$ cat src/rtl/uart_pkg.sv
// Shared UART definitions: receiver state encoding and baud divisor helper
// used by both the receive and transmit paths.
package uart_pkg;

    typedef enum logic [2:0] {
        IDLE  = 3'd0,
        START = 3'd1,
        DATA  = 3'd2,
        STOP  = 3'd3,
        BREAK = 3'd4
    } uart_rx_state_t;

    localparam int DATA_BITS = 8;

    function automatic int clks_per_bit(input int freq_hz, input int baud);
        return freq_hz / baud;
    endfunction

endpackage

$ cat src/rtl/uart_rx_fifo.sv
// Small power-of-two receive FIFO with valid/ready pop and an overflow strobe
// for bytes that arrive while full and no pop frees a slot.
module uart_rx_fifo
    import uart_pkg::*;
#(
    parameter int WIDTH = 8,
    parameter int DEPTH = 4
) (
    input  logic                     clk,
    input  logic                     resetn,
    input  logic                     push,
    input  logic [WIDTH-1:0]         push_data,
    input  logic                     pop,
    output logic [WIDTH-1:0]         data,
    output logic                     valid,
    output logic [$clog2(DEPTH):0]   level,
    output logic                     overflow
);

    localparam int AW = $clog2(DEPTH);
    localparam logic [AW:0] FULL_LVL = (AW + 1)'(DEPTH);
    localparam logic [AW:0] ZERO_LVL = {(AW + 1){1'b0}};

    if ((DEPTH < 2) || ((DEPTH & (DEPTH - 1)) != 0)) begin : g_depth_check
        $error("uart_rx_fifo: DEPTH must be a power of two and at least 2");
    end

    logic [WIDTH-1:0] mem_r [DEPTH];
    logic [AW-1:0]    wr_ptr_r;
    logic [AW-1:0]    rd_ptr_r;
    logic [AW:0]      level_r;
    logic             full_s;
    logic             empty_s;
    logic             do_pop_s;
    logic             do_push_s;

    // Handshake qualification; a pop on a full FIFO frees the slot for a same-cycle push
    always_comb begin
        full_s    = (level_r == FULL_LVL);
        empty_s   = (level_r == ZERO_LVL);
        do_pop_s  = pop & ~empty_s;
        do_push_s = push & (~full_s | do_pop_s);
        overflow  = push & full_s & ~do_pop_s;
    end

    // Storage, pointers and occupancy
    always_ff @(posedge clk or negedge resetn) begin
        if (!resetn) begin
            for (int i = 0; i < DEPTH; i++) begin
                mem_r[i] <= {WIDTH{1'b0}};
            end
            wr_ptr_r <= {AW{1'b0}};
            rd_ptr_r <= {AW{1'b0}};
            level_r  <= ZERO_LVL;
        end else begin
            if (do_push_s) begin
                mem_r[wr_ptr_r] <= push_data;
                wr_ptr_r        <= wr_ptr_r + AW'(1'b1);
            end
            if (do_pop_s) begin
                rd_ptr_r <= rd_ptr_r + AW'(1'b1);
            end
            case ({do_push_s, do_pop_s})
                2'b10:   level_r <= level_r + (AW + 1)'(1'b1);
                2'b01:   level_r <= level_r - (AW + 1)'(1'b1);
                default: level_r <= level_r;
            endcase
        end
    end

    assign data  = mem_r[rd_ptr_r];
    assign valid = ~empty_s;
    assign level = level_r;

endmodule

$ cat src/rtl/uart_receiver.sv
// 8N1 UART receiver: RXD synchroniser, mid-bit sampling FSM, receive FIFO and
// sticky frame-error / overrun status flags.
module uart_receiver
    import uart_pkg::*;
#(
    parameter int CLK_FREQ_HZ = 100_000_000,
    parameter int BAUD_RATE   = 115_200,
    parameter int FIFO_DEPTH  = 4
) (
    input  logic                          clk,
    input  logic                          resetn,
    input  logic                          i_rx,
    output logic [7:0]                    o_data,
    output logic                          o_valid,
    input  logic                          i_ready,
    output logic [$clog2(FIFO_DEPTH):0]   o_level,
    output logic                          o_frame_err,
    output logic                          o_overrun,
    input  logic                          i_clr_err
);

    localparam int CLKS_PER_BIT = clks_per_bit(CLK_FREQ_HZ, BAUD_RATE);
    localparam int CNT_W        = $clog2(CLKS_PER_BIT);
    localparam logic [CNT_W-1:0] CNT_HALF = CNT_W'(CLKS_PER_BIT / 2 - 1);
    localparam logic [CNT_W-1:0] CNT_FULL = CNT_W'(CLKS_PER_BIT - 1);
    localparam logic [CNT_W-1:0] CNT_ZERO = {CNT_W{1'b0}};

    if (CLKS_PER_BIT < 8) begin : g_cpb_check
        $error("uart_receiver: CLKS_PER_BIT must be at least 8");
    end

    uart_rx_state_t state_r;
    uart_rx_state_t state_nxt_s;

    logic             rx_meta_r;
    logic             rx_sync_r;
    logic             rx_s;
    logic [CNT_W-1:0] cnt_r;
    logic [2:0]       bit_idx_r;
    logic [7:0]       shift_r;
    logic             tick_s;
    logic             last_bit_s;
    logic             load_half_s;
    logic             load_full_s;
    logic             clr_idx_s;
    logic             inc_idx_s;
    logic             shift_en_s;
    logic             push_s;
    logic             frame_err_set_s;
    logic             overflow_s;
    logic             frame_err_r;
    logic             overrun_r;

    // Two-flop synchroniser; idles high so reset does not fake a start bit
    always_ff @(posedge clk or negedge resetn) begin
        if (!resetn) begin
            rx_meta_r <= 1'b1;
            rx_sync_r <= 1'b1;
        end else begin
            rx_meta_r <= i_rx;
            rx_sync_r <= rx_meta_r;
        end
    end

    assign rx_s       = rx_sync_r;
    assign tick_s     = (cnt_r == CNT_ZERO);
    assign last_bit_s = (bit_idx_r == 3'd7);

    // FSM state register
    always_ff @(posedge clk or negedge resetn) begin
        if (!resetn) begin
            state_r <= IDLE;
        end else begin
            state_r <= state_nxt_s;
        end
    end

    // FSM next-state decode
    always_comb begin
        state_nxt_s = state_r;
        case (state_r)
            IDLE: begin
                if (!rx_s) state_nxt_s = START;
                else       state_nxt_s = IDLE;
            end
            START: begin
                if (tick_s) state_nxt_s = rx_s ? IDLE : DATA;
                else        state_nxt_s = START;
            end
            DATA: begin
                if (tick_s && last_bit_s) state_nxt_s = STOP;
                else                      state_nxt_s = DATA;
            end
            STOP: begin
                if (tick_s) state_nxt_s = rx_s ? IDLE : BREAK;
                else        state_nxt_s = STOP;
            end
            BREAK: begin
                if (rx_s) state_nxt_s = IDLE;
                else      state_nxt_s = BREAK;
            end
            default: state_nxt_s = IDLE;
        endcase
    end

    // FSM datapath controls
    always_comb begin
        load_half_s     = 1'b0;
        load_full_s     = 1'b0;
        clr_idx_s       = 1'b0;
        inc_idx_s       = 1'b0;
        shift_en_s      = 1'b0;
        push_s          = 1'b0;
        frame_err_set_s = 1'b0;
        case (state_r)
            IDLE: begin
                load_half_s = ~rx_s;
            end
            START: begin
                if (tick_s && !rx_s) begin
                    load_full_s = 1'b1;
                    clr_idx_s   = 1'b1;
                end else begin
                    load_full_s = 1'b0;
                    clr_idx_s   = 1'b0;
                end
            end
            DATA: begin
                if (tick_s) begin
                    shift_en_s  = 1'b1;
                    load_full_s = 1'b1;
                    inc_idx_s   = ~last_bit_s;
                end else begin
                    shift_en_s  = 1'b0;
                    load_full_s = 1'b0;
                    inc_idx_s   = 1'b0;
                end
            end
            STOP: begin
                push_s          = tick_s & rx_s;
                frame_err_set_s = tick_s & ~rx_s;
            end
            BREAK: begin
                push_s = 1'b0;
            end
            default: begin
                push_s = 1'b0;
            end
        endcase
    end

    // Baud counter, bit index and LSB-first shift register
    always_ff @(posedge clk or negedge resetn) begin
        if (!resetn) begin
            cnt_r     <= CNT_ZERO;
            bit_idx_r <= 3'd0;
            shift_r   <= 8'd0;
        end else begin
            if (load_half_s)      cnt_r <= CNT_HALF;
            else if (load_full_s) cnt_r <= CNT_FULL;
            else if (!tick_s)     cnt_r <= cnt_r - CNT_W'(1'b1);
            else                  cnt_r <= cnt_r;

            if (clr_idx_s)      bit_idx_r <= 3'd0;
            else if (inc_idx_s) bit_idx_r <= bit_idx_r + 3'd1;
            else                bit_idx_r <= bit_idx_r;

            if (shift_en_s) shift_r <= {rx_s, shift_r[7:1]};
            else            shift_r <= shift_r;
        end
    end

    uart_rx_fifo #(
        .WIDTH (DATA_BITS),
        .DEPTH (FIFO_DEPTH)
    ) u_fifo (
        .clk       (clk),
        .resetn    (resetn),
        .push      (push_s),
        .push_data (shift_r),
        .pop       (i_ready),
        .data      (o_data),
        .valid     (o_valid),
        .level     (o_level),
        .overflow  (overflow_s)
    );

    // Sticky status flags; a new event beats a simultaneous clear
    always_ff @(posedge clk or negedge resetn) begin
        if (!resetn) begin
            frame_err_r <= 1'b0;
            overrun_r   <= 1'b0;
        end else begin
            if (frame_err_set_s) frame_err_r <= 1'b1;
            else if (i_clr_err)  frame_err_r <= 1'b0;
            else                 frame_err_r <= frame_err_r;

            if (overflow_s)     overrun_r <= 1'b1;
            else if (i_clr_err) overrun_r <= 1'b0;
            else                overrun_r <= overrun_r;
        end
    end

    assign o_frame_err = frame_err_r;
    assign o_overrun   = overrun_r;

endmodule

$ cat config.mk
export PLATFORM = sky130hd
export DESIGN_NAME = uart_receiver
export DESIGN_NICKNAME = d
export VERILOG_FILES = /design/src/rtl/uart_pkg.sv /design/src/rtl/uart_rx_fifo.sv /design/src/rtl/uart_receiver.sv
export SDC_FILE = /design/constraint.sdc
export NUM_CORES = 1
export LEC_CHECK = 0
export CORE_MARGIN = 2
export CORE_UTILIZATION = 54
export CTS_CLUSTER_DIAMETER = 120
export DETAILED_ROUTE_END_ITERATION = 16
export PLACE_DENSITY = 0.72
export SLEW_MARGIN = 20
export SYNTH_ARGS = -nofsm -noshare
export SYNTH_HDL_FRONTEND = slang
export SYNTH_SLANG_ARGS = --single-unit
$ cat constraint.sdc
create_clock -name clk -period 2.2 [get_ports clk]
set_input_delay 0.44 -clock clk [delete_from_list [all_inputs] [get_ports clk]]
set_output_delay 0.44 -clock clk [all_outputs]
set_load 0.01 [all_outputs]
* Yosys cells after proc, flatten, opt, wreduce, memory -nomap -nowiden
Index checks and enable logic that the tools add are counted.
** Storage, ports and cells
- Input bits :: 5
- Output and inout bits :: 14
- Word-level logic and storage cells :: 90
- Register bits :: 67
** Cells by class
- Bitwise gates (word level) :: 14
- Mux-type cells :: 32
- Reduce and logical (&&, ||, !) cells :: 11
- $lt $le $gt $ge :: 3
- $add $sub $neg :: 6
- Equality and inequality tests :: 9
** Operators with widths (count)
- 32-bit bitwise mux :: 1
- 10-bit two-way mux :: 3
- 8-bit two-way mux :: 3
- 8-bit binary-select mux with 2-bit select :: 1
- 8-bit demux with 2-bit select :: 1
- 3-bit one-hot mux with 5 select lines :: 1
- 1-bit two-way mux :: 14
- 3-bit two-way mux :: 4
- 10-bit zero test :: 1
- 10-bit by 1-bit subtractor with 10-bit output, second input constant :: 1
- 3-bit equality test, second input constant :: 3
- 2-bit nonzero test :: 4
- 3-bit by 1-bit adder with 3-bit output, second input constant :: 2
- 1-bit AND :: 6
- 3-bit by 2-bit equality test with 1-bit output, second input constant :: 2
- 3-bit >= comparator, second input constant :: 2
- 3-bit zero test :: 2
- 2-bit NOT with 3-bit output :: 2
- 3-bit one-hot mux with 2 select lines :: 1
- 1-bit NOT :: 5
- 2-bit by 1-bit adder with 2-bit output, second input constant :: 2
- 2-bit two-way mux :: 2
- 3-bit by 1-bit equality test with 1-bit output, second input constant :: 1
- 1-bit logical AND :: 3
- 8 further kinds :: 8

* Depth between registers and ports, before layout
Gate-level depths: netlist (run 1).
- Depth after elaboration :: 7
- Gate-level depth with buffers :: 11
- Mapped depth without buffers :: 11

* By module
Synthesis (run 1) repeated with hierarchy kept, for this count alone.
** Unflattened totals
- Cells, all modules :: 230
- Area, all modules :: 3198.1 µm²
** Modules (own cells, without submodules)
- uart_rx_fifo :: area an instance 1805.5 µm², seq. area each 975.9 µm², cells each 115, times used 1
- uart_receiver :: area an instance 1392.6 µm², seq. area each 703.2 µm², cells each 115, times used 1

* Least setup slack after synthesis (run 1)
OpenSTA, ideal clock, no wires.
- Path kind :: register to register
- Start :: register cnt_r[0]
- End :: register u_fifo.level_r[2], in the netlist u_fifo.level[2]
- Buffers on the path :: 0
- Stages on the path, launching flop included :: 12
- Arrival :: 2.334 ns
- Library setup time :: 0.127 ns
- Slack :: -0.261 ns
- Required time :: 2.073 ns
- Clock period less this slack :: 2.461 ns
- Cell sequence :: dfrtp_1 inv_1 ha_1 nor3b_4 nand2_1 or4_1 ha_1 inv_1 fa_1 xor2_1 nor2_1 xor2_1
** On the way
- Cells in the longest elaborated chain, start to end :: 6
- Elaborated cells on any way between the ends :: 8
- Those cells by class :: eq/ne (2); mux (2); bitwise (2); reduce/logical (2)
** RTL lines
- start, declared :: line uart_receiver.sv:38 : logic [CNT_W-1:0] cnt_r;
- start signal, assigned :: line uart_receiver.sv:161 : else if (!tick_s) cnt_r <= cnt_r - CNT_W'(1'b1);
- start signal, assigned :: line uart_receiver.sv:162 : else cnt_r <= cnt_r;
- 10-bit zero test * :: line uart_receiver.sv:66 : assign tick_s = (cnt_r == CNT_ZERO);
- 1-bit AND * :: line uart_receiver.sv:140 : push_s = tick_s & rx_s;
- 1-bit two-way mux * :: line uart_receiver.sv:115 : case (state_r)
- 1-bit AND * :: line uart_rx_fifo.sv:42 : do_push_s = push & (~full_s | do_pop_s);
- 2-bit by 1-bit equality test with 1-bit output or 2-bit equality test (tied branches) :: line uart_rx_fifo.sv:63 : case ({do_push_s, do_pop_s})
- 3-bit one-hot mux with 2 select lines or 2-bit nonzero test (tied branches)
- end signal, assigned :: line uart_rx_fifo.sv:64 : 2'b10: level_r <= level_r + (AW + 1)'(1'b1);
- end signal, assigned :: line uart_rx_fifo.sv:65 : 2'b01: level_r <= level_r - (AW + 1)'(1'b1);
- end signal, assigned :: line uart_rx_fifo.sv:66 : default: level_r <= level_r;
- end, declared :: line uart_rx_fifo.sv:31 : logic [AW:0] level_r;
Every way passes the cells marked *; elsewhere a longest branch is shown, timed or not.
A chain may end at the register's enable or synchronous reset.

* Worst setup path after layout (run 1)
Ends and elaborated chain as after synthesis.

==> summary.txt, run 1 <==
Run status
  – Status: finished with violations
  – Failing checks: negative setup slack

Global routing
  – Largest net degree at the start of global routing: 29
  – Overall routing resource usage: 19.4%
  – Vias in the first global route: 2136
  – Antenna violations before repair: 0
  – Global-route wire length before repair: 10600 microns
  – Gr ovfl total: 0

Yosys
  – Main flop type after synthesis: dfrtp_1
  – Most frequent cell after synthesis: dfrtp_1
  – Top post-synthesis cells by count: dfrtp_1 (65), mux2_4 (32), inv_1 (11), nand2_1 (11)
  – Synth area leaders: dfrtp_1 (48%), mux2_4 (14%), mux4_2 (5.3%), ha_1 (3.3%), mux2_2 (3.0%)
  – Number of synthesized register bits: 67
  – Post-synth cell types: 51
  – Gate Count Post-Synth: 248
  – Synthesized area per cell: 13.8 sq um
  – Synth warn: 0
  – Asr flop ratio synth: 100%
  – Synth Cell Area: 0.00342 sq mm
  – Number of flops mapped to enable cells by yosys: 0
  – Yosys top cell area share: 47.5%
  – Seq/Total Area, Yosys: 49.1%
  – Syn nets: 263
  – Post-synth top area cell: dfrtp_1

Timing
  – Hold Vio Cnt, Final: 0
  – RSZ-0062 raised after global routing: true
  – Headroom to the max-slew limit: 58.9%
  – Final period util: 100%
  – Min Clock Period, post-route: 2.20 ns
  – Fin worst setup slack: -0.000325 ns
  – Worst slew pin tran: 0.612 ns
  – Max Clk Rate: 454 MHz
  – Pins Over Slew Limit: 0
  – Setup Viol. Count Final: 1
  – Clock skew: 0.0106 ns

Routing
  – First DRT Iteration DRCs: 127
  – DRT Pass-1 Iters: 4
  – Via count: 2066
  – Final ANT Viol Nets: 0
  – Routed wire length per instance: 16.9 microns
  – Detailed Route WL: 6230 microns
  – DRC Markers: 0
  – Vias per inst: 5.60

Floorplan
  – Initial Util: 56.8%
  – I/O pin cnt: 19
  – Die Wd: 83.6 microns
  – DIE AREA: 0.00699 sq mm
  – Die H: 83.6 microns
  – # rows: 28
  – Core box area: 0.00603 sq mm

Hold path
  – Hold Crit Class: flop to flop

CTS
  – H-tree Lvls: 3
  – CTS tree: yes
  – Max clock buf depth: 2
  – Clock transition at path regs: 0.07 ns
  – Root buffer cell: clkbuf_8
  – CTS buffer count: 9
  – Worst-Skew Late Latency: 0.35 ns
  – # clock sinks: 67

Power and ir drop
  – Clock share of power: 35.8%
  – Leakage: 1.89 nW
  – Maximum vdd drop: 552 uV
  – Combinational Power Share: 16.3%
  – Overall Power: 2.88 mW
  – Pwr dens: 724 mW/mm^2
  – Flop pwr share: 47.9%
  – P_int: 2.11 mW
  – Net Sw Power: 0.770 mW
  – Sw frac: 26.7%

Final layout
  – Diode count: 0
  – Layout area overhead: 16.4%
  – Fraction of layout cells with a size suffix above 1: 38.4%
  – Nets@finish: 304
  – Fin util: 66.1%

Placed design
  – Port Buffer Count: 18
  – HPWL after DPL: 4220 microns
  – GP Congestion: 0.906
  – Setup WS pre-CTS: -0.232 ns

Run
  – Max-cap violations: 0

Worst setup path
  – CP startpoint kind: flop
  – Worst path max stage delay: 0.42 ns
  – Crit end category: flop
  – WP data required: 2.42 ns
  – Kind of critical path: flop to flop
  – Slowest stage cell on the critical path: or4_1
  – Crit path arrival time: 2.42 ns
  – CP cell instances: inv_2 -> ha_4 -> nor3b_4 -> nand2_2 -> or4_1 -> ha_2 -> inv_2 -> fa_1 -> xor2_1 -> nor2_1 -> xor2_1
  – Worst-path fanout max: 2
-- stage by stage --
step                area, sq um  std cells  hold slack [ns]    TNS, ns
floorplan                  3420        248            0.144     -0.120
global placement           3740        349            0.346      -1.05
detailed placement         3740        349            0.348      -1.73
CTS                        3970        367            0.358    -0.0216
global route               3980        369            0.365      -1.18
finish                     3980        369            0.357  -0.000325
-- power groups by stage --
stage               Clock, mW  Combinational (mW)  Sequential, mW
floorplan                   0               0.281            1.36
global placement            0               0.451            1.40
detailed placement          0               0.461            1.41
CTS                      1.06               0.482            1.38
global route             1.11               0.525            1.39
finish                   1.03               0.471            1.38
-- critical path: cells and delay by family (launching register included) --
| family | cells | cell delay, ns |
|---|---|---|
| and+or+nand+nor | 4 | 0.77 |
| DFF | 1 | 0.39 |
| adders and majority gates | 3 | 0.50 |
| xor gates and xnor gates | 2 | 0.28 |
| buffers and inverters | 2 | 0.13 |
-- kinds of logic (layout without fill, tap and decap cells) --
family	after synthesis	in the layout	share of synthesized area, %
xor gates and xnor gates	7	7	1.79
DFF	67	67	49.1
buffers and inverters	24	70	5.12
muxes	51	51	22.9
and+or+nand+nor	61	61	11.8
AOI/OAI and AO/OA	28	28	5.45
adders and majority gates	10	10	3.88
-- layout by cell type, fill, tap and decap left out, types with 5 or more instances in the layout --
master           synthesis  final
dfrtp_1                 65     65
mux2_4                  32     32
buf_4                    0     22
nand2_1                 11     10
clkbuf_8                 0     10
nor2_1                   9      9
mux2_2                   9      9
clkdlybuf4s50_1          0      9
inv_1                   11      8
mux4_2                   8      8
a21oi_1                  8      8
nand3_1                  7      7
ha_1                     9      7
dlygate4sd2_1            0      7
nor3_1                   5      5
o21ai_0                  5      5
-- flip-flops by register name (all words and copies together), names as in the netlist --
register,cells
o_frame_err,1
bit_idx_r,3
rx_s,1
rx_meta_r,1
u_fifo.level,3
cnt_r,10
u_fifo.rd_ptr_r,2
state_r,3
o_overrun,1
u_fifo.wr_ptr_r,2
u_fifo.mem_r,32
shift_r,8
-- path summary, 6_finish.rpt --
| kind | slack, ns | cells after the start | endpoint | start |
|---|---|---|---|---|
| min | 0.36 | 0 | rx_s | rx_meta_r |
| max in group asynchronous | 1.14 | 3 | rx_s | resetn |
| max | -0.0003 | 11 | u_fifo.level[2] | cnt_r[0] |
| min reg2reg | 0.36 | 0 | rx_s | rx_meta_r |
| max reg2reg | -0.0003 | 11 | u_fifo.level[2] | cnt_r[0] |
| min in group asynchronous | 0.52 | 2 | u_fifo.mem_r[24] | resetn |
-- what timing repair did --
item	in CTS	in global routing
hold buffers	1	0
pin swaps	0	1
endpoints found under the setup margin	10	3
buffers inserted	1	2
hold endpoints to repair	11	0
gates resized for setup	12	3
-- per-layer routing --
layer | vias to the layer above | track usage (%) | wire length (microns) | share of wire [%]
met5 | - | 0 | 0 | 0
met4 | 0 | 6.74 | 76 | 1.2
met3 | 8 | 5.84 | 213 | 3.4
met2 | 38 | 32.4 | 3160 | 51
met1 | 1040 | 24.0 | 2770 | 45
li1 | 980 | - | - | -
-- area by class of cell --
class | count | area, sq um
clock buffer | 10 | 138
clock inverter | 6 | 63.8
fill | 444 | 2040
inverter | 11 | 41.3
multi-input combinational | 157 | 1590
sequential | 67 | 1680
tap | 75 | 93.8
timing repair buffer | 43 | 382
Note: power is estimated with default switching activity, not from simulation.
==> inputs of run 2 (changes only) <==
Settings changed: GPL_TIMING_DRIVEN set to 1.
==> results of run 2 <==
The final DEF is identical to that of run 1; final timing and power are the same.
